[config.mk]
export PLATFORM = sky130hd
export DESIGN_NAME = multi_proxy_controller
export DESIGN_NICKNAME = d
export VERILOG_FILES = /design/src/rtl/multi_proxy_controller.sv
export SDC_FILE = /design/constraint.sdc
export NUM_CORES = 1
export LEC_CHECK = 0
export ABC_AREA = 1
export BUFFER_PORTS_ARGS = -buffer_cell sky130_fd_sc_hd__buf_2
export CELL_PAD_IN_SITES_DETAIL_PLACEMENT = 1
export CELL_PAD_IN_SITES_GLOBAL_PLACEMENT = 1
export CORE_MARGIN = 4
export CORE_UTILIZATION = 32
export CTS_CLUSTER_SIZE = 25
export DETAILED_ROUTE_END_ITERATION = 10
export PLACE_DENSITY = 0.84
export RECOVER_POWER = 100
export SYNTH_ARGS = -nofsm -noshare
export SYNTH_HDL_FRONTEND = slang
export SYNTH_SLANG_ARGS = --single-unit
[constraint.sdc]
create_clock -name clk -period 2.2 [get_ports clk]
set_clock_uncertainty 0.1 [all_clocks]
set_input_delay 0.11 -clock clk [delete_from_list [all_inputs] [get_ports clk]]
set_output_delay 0.11 -clock clk [all_outputs]
set_load 0.005 [all_outputs]
[src/rtl/multi_proxy_controller.sv]
// rtl/multi_proxy_controller.sv - per-column BISR controller mapping faulty PEs onto proxy slots
module multi_proxy_controller #(
  parameter int ROWS        = 4,
  parameter int COL_IDX     = 0,
  parameter int WORD_SIZE   = 16,
  parameter int NUM_PROXIES = 2,
  localparam int RW = $clog2(ROWS),
  localparam int SW = ($clog2(NUM_PROXIES + 1) > 1) ? $clog2(NUM_PROXIES + 1) : 1
) (
  input  logic                             clk,
  input  logic                             rst,
  input  logic                             stall,
  input  logic                             proxy_map_done,
  input  logic [ROWS-1:0]                  STW_result_mat,
  input  logic                             weight_reload,
  input  logic [WORD_SIZE-1:0]             fpe_in_weight,
  input  logic [WORD_SIZE-1:0]             rcm_left_in,
  input  logic [NUM_PROXIES*WORD_SIZE-1:0] proxy_top_in,
  output logic [RW-1:0]                    fpe_idx_sel,
  output logic [ROWS-1:0]                  proxy_en,
  output logic [NUM_PROXIES-1:0]           load_proxy,
  output logic [WORD_SIZE-1:0]             fpe_weight,
  output logic [2:0]                       proxy_settings,
  output logic                             proxy_matmul,
  output logic [NUM_PROXIES*RW-1:0]        proxy_row_map,
  output logic [NUM_PROXIES-1:0]           proxy_slot_valid,
  output logic                             fault_detected,
  output logic                             unrepairable,
  output logic [WORD_SIZE-1:0]             proxy_left_in,
  output logic                             proxy_out_valid,
  output logic [NUM_PROXIES*WORD_SIZE-1:0] proxy_stalled_top_in
);

  if (NUM_PROXIES < 1 || NUM_PROXIES > ROWS || COL_IDX < 0) begin : g_bad_params
    $error("multi_proxy_controller: illegal parameter combination");
  end

  typedef enum logic [2:0] {
    S_IDLE,
    S_SELECT,
    S_LOAD1,
    S_LOAD2,
    S_COMPUTE
  } state_t;

  state_t          state, state_n;
  logic [ROWS-1:0] fmask;
  logic [ROWS-1:0] assigned;
  logic [SW-1:0]   slot;
  logic [RW-1:0]   cur_idx;
  logic [ROWS-1:0] pending;
  logic [RW-1:0]   pidx;
  logic            trigger;
  logic            slot_full;

  assign pending        = fmask & ~assigned;
  assign trigger        = proxy_map_done && !(&STW_result_mat) && !stall;
  assign slot_full      = (slot == SW'(NUM_PROXIES));
  assign proxy_en       = assigned & fmask;
  assign fault_detected = |fmask;

  // Lowest pending row wins, so faults beyond the slot budget are the high rows.
  always_comb begin
    pidx = '0;
    for (int r = ROWS - 1; r >= 0; r--) begin
      if (pending[r]) pidx = RW'(r);
    end
  end

  always_comb begin
    state_n = state;
    case (state)
      S_IDLE:    if (trigger) state_n = S_SELECT;
      S_SELECT:  if (!stall) state_n = ((pending == '0) || slot_full) ? S_COMPUTE : S_LOAD1;
      S_LOAD1:   if (!stall) state_n = S_LOAD2;
      S_LOAD2:   if (!stall) state_n = S_SELECT;
      S_COMPUTE: state_n = S_COMPUTE;
      default:   state_n = S_IDLE;
    endcase
    if (weight_reload) state_n = S_IDLE;
  end

  // The array mux settles one cycle after fpe_idx_sel, so the weight is passed
  // through for both load cycles while the slot strobe is held.
  always_comb begin
    load_proxy     = '0;
    fpe_weight     = '0;
    proxy_settings = 3'b000;
    proxy_matmul   = 1'b0;
    case (state)
      S_LOAD1, S_LOAD2: begin
        for (int s = 0; s < NUM_PROXIES; s++) load_proxy[s] = (slot == SW'(s));
        fpe_weight     = fpe_in_weight;
        proxy_settings = 3'b001;
      end
      S_COMPUTE: begin
        proxy_matmul   = 1'b1;
        proxy_settings = 3'b110;
      end
      default: ;
    endcase
  end

  always_ff @(posedge clk) begin
    if (rst) begin
      state                <= S_IDLE;
      fmask                <= '0;
      assigned             <= '0;
      slot                 <= '0;
      cur_idx              <= '0;
      fpe_idx_sel          <= '0;
      proxy_row_map        <= '0;
      proxy_slot_valid     <= '0;
      unrepairable         <= 1'b0;
      proxy_left_in        <= '0;
      proxy_out_valid      <= 1'b0;
      proxy_stalled_top_in <= '0;
    end else begin
      state <= state_n;

      if (!stall) begin
        proxy_left_in        <= rcm_left_in;
        proxy_out_valid      <= (proxy_left_in != '0) && (state == S_COMPUTE);
        proxy_stalled_top_in <= proxy_top_in;
      end

      if (weight_reload) begin
        fmask            <= '0;
        assigned         <= '0;
        slot             <= '0;
        proxy_slot_valid <= '0;
        proxy_row_map    <= '0;
        unrepairable     <= 1'b0;
      end else begin
        case (state)
          S_IDLE: begin
            if (trigger) begin
              fmask    <= ~STW_result_mat;
              assigned <= '0;
              slot     <= '0;
            end
          end
          S_SELECT: begin
            if (!stall && (pending != '0)) begin
              if (slot_full) begin
                unrepairable <= 1'b1;
              end else begin
                fpe_idx_sel <= pidx;
                cur_idx     <= pidx;
              end
            end
          end
          S_LOAD2: begin
            if (!stall) begin
              assigned[cur_idx] <= 1'b1;
              for (int s = 0; s < NUM_PROXIES; s++) begin
                if (slot == SW'(s)) begin
                  proxy_row_map[s*RW +: RW] <= cur_idx;
                  proxy_slot_valid[s]       <= 1'b1;
                end
              end
              slot <= slot + SW'(1);
            end
          end
          default: ;
        endcase
      end
    end
  end

endmodule

== Yosys cells after proc, flatten, opt, wreduce, memory -nomap -nowiden ==
Cells that the tools add are included.
Operators by class
  add/subtract/negate cells: 1
  multiply operators: 0
  div/mod/pow operators: 0
  magnitude comparators: 2
  equality and inequality tests: 10
  shift operators: 0
  muxes and demuxes: 22
  bitwise operators: 8
  reduce and logical (&&, ||, !) cells: 25
Operator list (count)
  two-way mux 16 bit: 1
  nonzero test 16 bit: 1
  two-way mux 3 bit: 5
  one-hot mux 3 bit (5 select lines): 1
  two-way mux 2 bit: 7
  AND reduction 3 bit: 4
  AND reduction 4 bit: 3
  AND 4 bit: 2
  two-way mux 4 bit: 2
  inequality test 2 bit, second input constant: 4
  NOT 4 bit: 2
  one-hot mux 4 bit (2 select lines): 1
  equality test 3 x 2 -> 1 bit, second input constant: 2
  one-hot mux 3 bit (2 select lines): 1
  logical AND 1 bit: 5
  logical NOT 4 bit: 1
  OR 4 bit: 1
  one-hot mux 2 bit (2 select lines): 1
  nonzero test 4 bit: 1
  OR reduction 2 bit: 2
  OR reduction 4 bit: 1
  equality test 3 x 1 -> 1 bit, second input constant: 1
  equality test 3 bit, second input constant: 1
  logical NOT 3 bit: 1
  13 further kinds: 17
Word-level totals
  flip-flop bits (word level): 71
  latch bits: 0
  bits in writable memories: 0
  memory bits (read-only): 0
  input port bits: 73
  output and inout port bits: 85
  word-level logic and storage cells: 81
  memories kept: 0

== Longest topological paths before layout ==
Gate-level depths: netlist of the first run.
  depth in word-level cells: 7
  depth in mapped cells: 9
  depth with buffers taken out: 9

== Worst setup path after synthesis of the first run ==
Ideal clock, no wire load.
  path kind: register to register
  from: register slot[0]
  to: register cur_idx[0]
  library setup time: 0.115 ns
  arrival time: 0.991 ns
  data required time: 1.985 ns
  path slack: 0.994 ns
  cell stages (with the launch flop): 7
  path buffers: 0
  period minus slack after synthesis: 1.206 ns
  cells stage by stage: dfxtp_1 > inv_1 > ha_1 > nor2_1 > nand3_1 > nand2_1 > nor2_1
Between the ends
  word-level cells in the longest chain between the ends: 3
RTL lines
  start: declaration: RTL line 49  | logic [SW-1:0] slot;
  start signal: assignment: RTL line 162  | slot <= slot + SW'(1);
  equality test 2 bit: RTL line 58  | assign slot_full = (slot == SW'(NUM_PROXIES));
  NOT 1 bit (no source line)
  AND reduction 4 bit (no source line)
  end signal: assignment: RTL line 149  | cur_idx <= pidx;
  end: declaration: RTL line 50  | logic [RW-1:0] cur_idx;
Every way passes these cells.
A chain may end at the register's enable or synchronous reset.

==> summary.md, run 1 <==
| Metric | Value |
|---|---|
| Worst-Skew Late Latency | `around 0.35 ns` |
| Die area | `around 11000 µm²` |
| Num Clock Sinks | `71` |
| Worst R2R End | `fmask[2]` |
| Clock power share | `between 30% and 40%` |
| Final hold vios | `0` |
| Yosys top cell by area | `dfxtp_1` |
| Top delay family on crit path | `buffers and inverters` |
| Avg Cell Area, Syn | `approximately 7 µm²` |
| Switching share of power | `a little over a quarter` |
| CP Launch Type | `input port` |
| Top FF cell, synth | `dfxtp_1` |
| Crit path max fanout | `slightly below 50` |
| Nets | `706` |
| Psw | `790 µW` |
| Slew Viols, Final | `0` |
| Post-synthesis sequential area ratio | `about 48%` |
| Mapped Cells | `approximately 420` |
| Met2 routed WL | `a little under 6000 µm` |
| Worst r2r src | `state[1]` |
| Clk buf depth | `2` |
| First-pass GRT wire length | `around 19000 µm` |
| Final HPWL DP | `~7400 µm` |
| Util after Layout | `between 50% and 60%` |
| Worst path required time | `between 2 and 2.5 ns` |
| Top Metal Used | `met4` |
| Setup Buffers After CTS | `0` |
| R2R depth | `5` |
| Seq pwr share | `around half` |
| Final GP Congestion | `roughly 0.8` |
| Synth Net Count | `between 400 and 500` |
| Routed WL per cell | `15.4 µm` |
| Layout area overhead | `50.7%` |
| Post-route DRC | `0` |
| Die Ht | `roughly 100 µm` |
| Cts bufs inserted | `9` |
| Critical path type | `input port to flop` |
| #FFs+latches synth | `71` |
| Area of the multi-input gates | `approximately 1300 µm²` |
| CP max-delay cell | `clkbuf_2` |
| Ports | `158` |
| Port buffer count | `between 150 and 200` |
| CTS tree | `built` |
| Initial Utilization | `between 30 and 40%` |
| Rel. slew slack | `roughly 47%` |
| Setup WS post-layout | `about 0.36 ns` |
| Reg clk slew, reported paths | `roughly 0.080 ns` |
| N_diodes | `0` |
| Initial detailed-routing violation count | `roughly 100` |
| Bufs and invs on worst path | `4` |
| Internal power | `2.12 mW` |
| Max rail drop VDD | `about 0.41 mV` |
| WL final | `11400 µm` |
| Critical path depth | `6` |
| Mapped cell area | `about 3000 µm²` |
| Pin count of the biggest net entering global routing | `55` |
| CTS Root Cell | `clkbuf_8` |
| Vias in the first global route | `about 4000` |
| Routed length on met1 | `around 4300 µm` |
| Arrival @ worst endpoint | `2.02 ns` |
| Pre-CTS setup slack | `slightly above 0.6 ns` |
| Num rows | `34` |
| Setup slack, reg-to-reg | `0.55 ns` |
| Drt via density | `about 4.8` |
| Synth Warn # | `0` |
| Layout cells sized above 1 | `18.8%` |
| Max-Cap Viols | `0` |
| PD cells | `between 600 and 700 nW/µm²` |
| Hold/Removal Path Class | `input port to flop` |
| Leakage power | `approximately 2.1 nW` |
| Detailed-routed wire length on met3 | `~1000 µm` |
| Worst-margin pin slew | `~0.80 ns` |
| Post-synthesis async set-or-reset flop share | `0%` |
| Final ANT Viol Nets | `0` |
| Distinct cells, synth | `23` |
| CTS H-tree lvls | `3` |
| All-Layer GR Usage | `about a fifth` |
| FILL cells | `1202` |
| Hold_ws | `between 0.06 and 0.07 ns` |
| Setup_tns | `0 ns` |
| RSZ-0062 raised after global routing | `false` |
| FMAX | `544 MHz` |
| Share of the synthesized area in the top cell type | `about 48%` |
| Min cycle time layout | `1.84 ns` |
| Status | `complete, no violations` |
| Die W | `104 µm` |
| Post-synth EDFFs | `0` |
| Vias | `roughly 3600` |
| Core Footprint | `8890 µm²` |
| First-pass detailed-route iteration total | `6` |
| Endpoint class of the critical path | `flop` |
| Biggest cell delay along the critical path | `around 0.63 ns` |
| Remaining Overflow, GRT | `0` |
| Seq. cell area | `about 1400 µm²` |
| Period utilization | `83.6%` |
| Crit path to | `proxy_stalled_top_in[2]` |
| Crit-path cells | `dlygate4sd3_1 -> clkbuf_1 -> inv_1 -> clkbuf_2 -> o21ai_0 -> nor2_1` |
| Final Setup Violations | `0` |
| Combinational fraction of design power | `~16%` |
| Antenna violations before repair | `0` |
| CP startpoint | `rst` |
| Synth area leaders | `dfxtp_1 48%, nor2_1 18%, o21ai_0 10%` |
-- power by group through the flow --
stage,logic (mW),clock network (mW),registers (mW)
after CTS,0.479,1.07,1.40
after global placement,0.386,0,1.42
after floorplan,0.196,0,1.43
final,0.468,1.04,1.40
after global routing,0.528,1.11,1.41
after detailed placement,0.405,0,1.43
-- worst min path at each step --
stage               cells past startpoint  slack, ns                to              start
global route                            4       0.07  proxy_row_map[2]      weight_reload
global placement                        2       0.20          fmask[1]  STW_result_mat[1]
detailed placement                      2       0.21          fmask[1]  STW_result_mat[1]
CTS                                     4       0.05  proxy_row_map[1]      weight_reload
floorplan                               1       0.10          fmask[0]  STW_result_mat[0]
finish                                  4       0.06  proxy_row_map[3]      weight_reload
-- metal layers --
| layer | global-route usage, % | up-vias |
|---|---|---|
| met3 | 6.95 | 27 |
| met5 | 0 | - |
| met2 | 39.3 | 154 |
| met1 | 21.6 | 1631 |
| li1 | - | 1742 |
| met4 | 8.93 | 0 |
-- flip-flops by register name (all words and copies together) (netlist names) --
register / flops
assigned: 4
cur_idx: 2
fmask: 4
proxy_left_in: 16
proxy_out_valid: 1
proxy_row_map: 4
proxy_slot_valid: 2
proxy_stalled_top_in: 32
slot: 2
state: 3
unrepairable: 1
-- cells in the mapped netlist (3+ instances only) --
master    instances
a21oi_1          18
buf_2             7
clkbuf_1         11
dfxtp_1          71
ha_1              3
inv_1            41
inv_2             6
nand2_1          32
nand3_1          11
nand3_2           3
nand4_1           4
nor2_1          144
nor3_2            3
o21ai_0          60
-- worst register-to-register path: stages (launching register included) --
cell and delay [ns]:
dfxtp_1 0.36, inv_1 0.19, nand3_2 0.16, nor2_1 0.43, o21ai_0 0.20, a21oi_1 0.14
-- placed cells by master, fill, tap and decap left out, types with 2 or more instances in the layout --
cell type,instances
nand3_1,12
clkbuf_8,10
dfxtp_1,71
nand2_1,32
nand3_2,2
buf_4,2
nand4_1,4
clkbuf_1,67
inv_2,5
nor2_1,145
nor3_1,2
o21ai_0,61
ha_1,3
clkbuf_2,5
inv_1,42
buf_2,88
a21oi_1,18
buf_12,2
dlygate4sd3_1,53
-- repair_timing --
item | 4_1_cts | 5_1_grt
endpoints found under the hold margin | 54 | 0
resized for setup | 0 | 0
hold buffers | 53 | 0
-- stage by stage --
step / power (mW) / instances / instance area [µm²]
3_5_place_dp: 1.83 / 674 / 3870
6_report: 2.91 / 742 / 4480
5_1_grt: 3.05 / 742 / 4480
4_1_cts: 2.94 / 742 / 4590
3_3_place_gp: 1.81 / 674 / 3870
2_1_floorplan: 1.62 / 423 / 2970
-- area by class of cell --
class / instances / share of cell area, %
well taps: 108 / 3.01
clock buffers: 12 / 3.24
multi-input cells: 285 / 28.2
flip-flops and latches: 71 / 31.7
repair buffers: 215 / 28.9
inverters: 48 / 4.02
clock inverters: 3 / 0.977
-- kinds of logic after synthesis --
family                   share of synthesized area [%]
flip-flops                                        47.8
adder cells (fa/ha/maj)                           1.26
AO/OA/AOI/OAI                                     13.9
buffers and inverters                             8.88
AND/OR/NAND/NOR                                   28.2
Note: power is estimated with default switching activity, not from simulation.
==> run 2: changes to the inputs <==
- CORE_UTILIZATION: 32 -> 30
- PLACE_DENSITY: 0.84 -> 0.8
- clock period: 2.2 -> 1.8 ns (I/O delays scaled with it)
==> run 2 against run 1 <==
Critical path depth unchanged. Final cell count up 3.6%. Cell area up 0.98%. Global-route usage down 1.7 points. Die area up 6.1%. Register-to-register slack worse by 0.28 ns. Flip-flop and latch count unchanged. Worst setup slack worse by 0.18 ns. Wire length down 2.3%. First-iteration DRC count down 2.9%.
==> summary.md, run 2 (synthesized netlist as in run 1, its figures left out) <==
| Metric | Value |
|---|---|
| Die Ht | `108 µm (was 104 µm)` |
| Layout cells sized above 1 | `20.9% (was 18.8%)` |
| Num Clock Sinks | `71 (unchanged)` |
| Seq. cell area | `1420 µm² (unchanged)` |
| DP Cell Count | `700 (was 674)` |
| CTS H-tree lvls | `3 (unchanged)` |
| Core Footprint | `9730 µm² (was 8890 µm²)` |
| Num rows | `36 (was 34)` |
| Final ANT Viol Nets | `0 (unchanged)` |
| Antenna violations before repair | `0 (unchanged)` |
| Critical path type | `input port to flop (unchanged)` |
| Vias | `3486 (was 3554)` |
| Util after Layout | `46.5% (was 50.4%)` |
| Min cycle time layout | `about 1.6 ns` |
| Die area | `11600 µm² (was 10900 µm²)` |
| Final GP Congestion | `0.774 (was 0.796)` |
| Remaining Overflow, GRT | `0 (unchanged)` |
| Crit path max fanout | `39 (was 49)` |
| Hold_ws | `0.0406 ns (was 0.0614 ns)` |
| First-pass GRT wire length | `18000 µm (was 18800 µm)` |
| All-Layer GR Usage | `19.5% (was 21.2%)` |
| Cts bufs inserted | `9 (unchanged)` |
| Drt via density | `4.53 (was 4.79)` |
| Final HPWL DP | `7510 µm (was 7420 µm)` |
| Max-Cap Viols | `0 (unchanged)` |
| Hold_sp | `weight_reload (unchanged)` |
| Ports | `158 (unchanged)` |
| PD cells | `780 nW/µm² (was 649 nW/µm²)` |
| Setup WS post-layout | `0.180 ns (was 0.360 ns)` |
| Post-route DRC | `0 (unchanged)` |
| Number of flip-flops in the largest register | `32 (unchanged)` |
| Area of the multi-input gates | `1280 µm² (was 1260 µm²)` |
| FMAX | `approximately 620 MHz` |
| Slew Viols, Final | `0 (unchanged)` |
| Largest regs | `proxy_stalled_top_in (32), proxy_left_in (16) (unchanged)` |
| WL final | `11200 µm (was 11400 µm)` |
| Vias in the first global route | `3752 (was 3887)` |
| RSZ-0062 raised after global routing | `false (unchanged)` |
| CP startpoint | `rst (unchanged)` |
| Most common cell after layout, fill and taps aside | `nor2_1 (unchanged)` |
| Hold/Removal Path Class | `input port to flop (unchanged)` |
| Worst-Skew Late Latency | `0.34 ns (was 0.35 ns)` |
| Top reg by flops | `proxy_stalled_top_in (unchanged)` |
| Initial Utilization | `30.6% (was 33.5%)` |
| Final Setup Violations | `0 (unchanged)` |
| Die W | `108 µm (was 104 µm)` |
| Final hold vios | `0 (unchanged)` |
| CTS Root Cell | `clkbuf_8 (unchanged)` |
| Worst-margin pin slew | `0.435 ns (was 0.799 ns)` |
| Setup_tns | `0 ns (unchanged)` |
| Period utilization | `approximately 90%` |
| First-pass detailed-route iteration total | `4 (was 6)` |
| N_diodes | `0 (unchanged)` |
| CP Launch Type | `input port (unchanged)` |
| CTS tree | `built (unchanged)` |
| Status | `complete, no violations (unchanged)` |
| Clk buf depth | `2 (unchanged)` |
| Rel. slew slack | `70.9% (was 46.7%)` |
| Commonest non-fill, non-tap cells in the layout | `144 x nor2_1, 93 x buf_2, 71 x dfxtp_1, 60 x o21ai_0, 60 x clkbuf_1 (was 145 x nor2_1, 88 x buf_2, 71 x dfxtp_1, 67 x clkbuf_1, 61 x o21ai_0)` |
| Layout area overhead | `52.2% (was 50.7%)` |
| Initial detailed-routing violation count | `100 (was 103)` |
| Pin count of the biggest net entering global routing | `40 (was 55)` |
| Max rail drop VDD | `0.470 mV (was 0.413 mV)` |
| Worst path required time | `1.96 ns (was 2.38 ns)` |
| Worst r2r src | `state[1] (unchanged)` |
| FILL cells | `1291 (was 1202)` |
| Arrival @ worst endpoint | `1.78 ns (was 2.02 ns)` |
| Pre-CTS setup slack | `0.396 ns (was 0.606 ns)` |
| Leakage power | `2.16 nW (was 2.13 nW)` |
| Routed WL per cell | `14.5 µm (was 15.4 µm)` |
| Endpoint class of the critical path | `flop (unchanged)` |
| Port buffer count | `157 (unchanged)` |
| Final cell count without fillers | `769 (was 742)` |
| Nets | `707 (was 706)` |
| Reg clk slew, reported paths | `0.07 ns (was 0.08 ns)` |
[run 2: layer usage]
metal	vias to the layer above	track usage, %	wire [µm]
li1	1738	-	-
met1	1600	20.9	4290
met2	125	35.6	5700
met3	23	6.66	929
met4	0	6.31	255
met5	-	0	0
[run 2: final timing paths]
path                                          to  slack, ns  cells after the start
worst min-delay path                    fmask[0]       0.04                      4
worst min register to register      unrepairable       0.36                      2
worst max register to register          fmask[3]       0.27                      5
worst max-delay path            proxy_left_in[3]       0.18                      6
[run 2: area by class of cell]
class	instances	share of cell area (%)
inverters	48	3.98
well taps	133	3.68
multi-input cells	285	28.4
clock buffers	12	3.21
clock inverters	4	0.995
flip-flops and latches	71	31.4
repair buffers	216	28.4
[run 2: through the flow]
| step | cell area, µm² | total power, mW |
|---|---|---|
| after floorplan | 2970 | 1.98 |
| after global placement | 3900 | 2.21 |
| after detailed placement | 3900 | 2.23 |
| after CTS | 4620 | 3.59 |
| after global routing | 4530 | 3.74 |
| final | 4530 | 3.53 |
[run 2: critical path: stages]
cell and delay (ns):
dlygate4sd3_1 0.54, clkbuf_1 0.12, inv_1 0.26, clkbuf_4 0.45
o21ai_0 0.15, nor2_1 0.15
[run 2: power by group]
group          switching [mW]  internal [mW]
Combinational           0.304          0.262
Clock                   0.582          0.673
Sequential             0.0559           1.65
[run 2: repair_timing]
action                                 CTS  global route
gates resized for setup                  0             1
setup endpoints to repair                0            18
buffers inserted                         0             0
hold buffers                            53             0
endpoints found under the hold margin   52             0
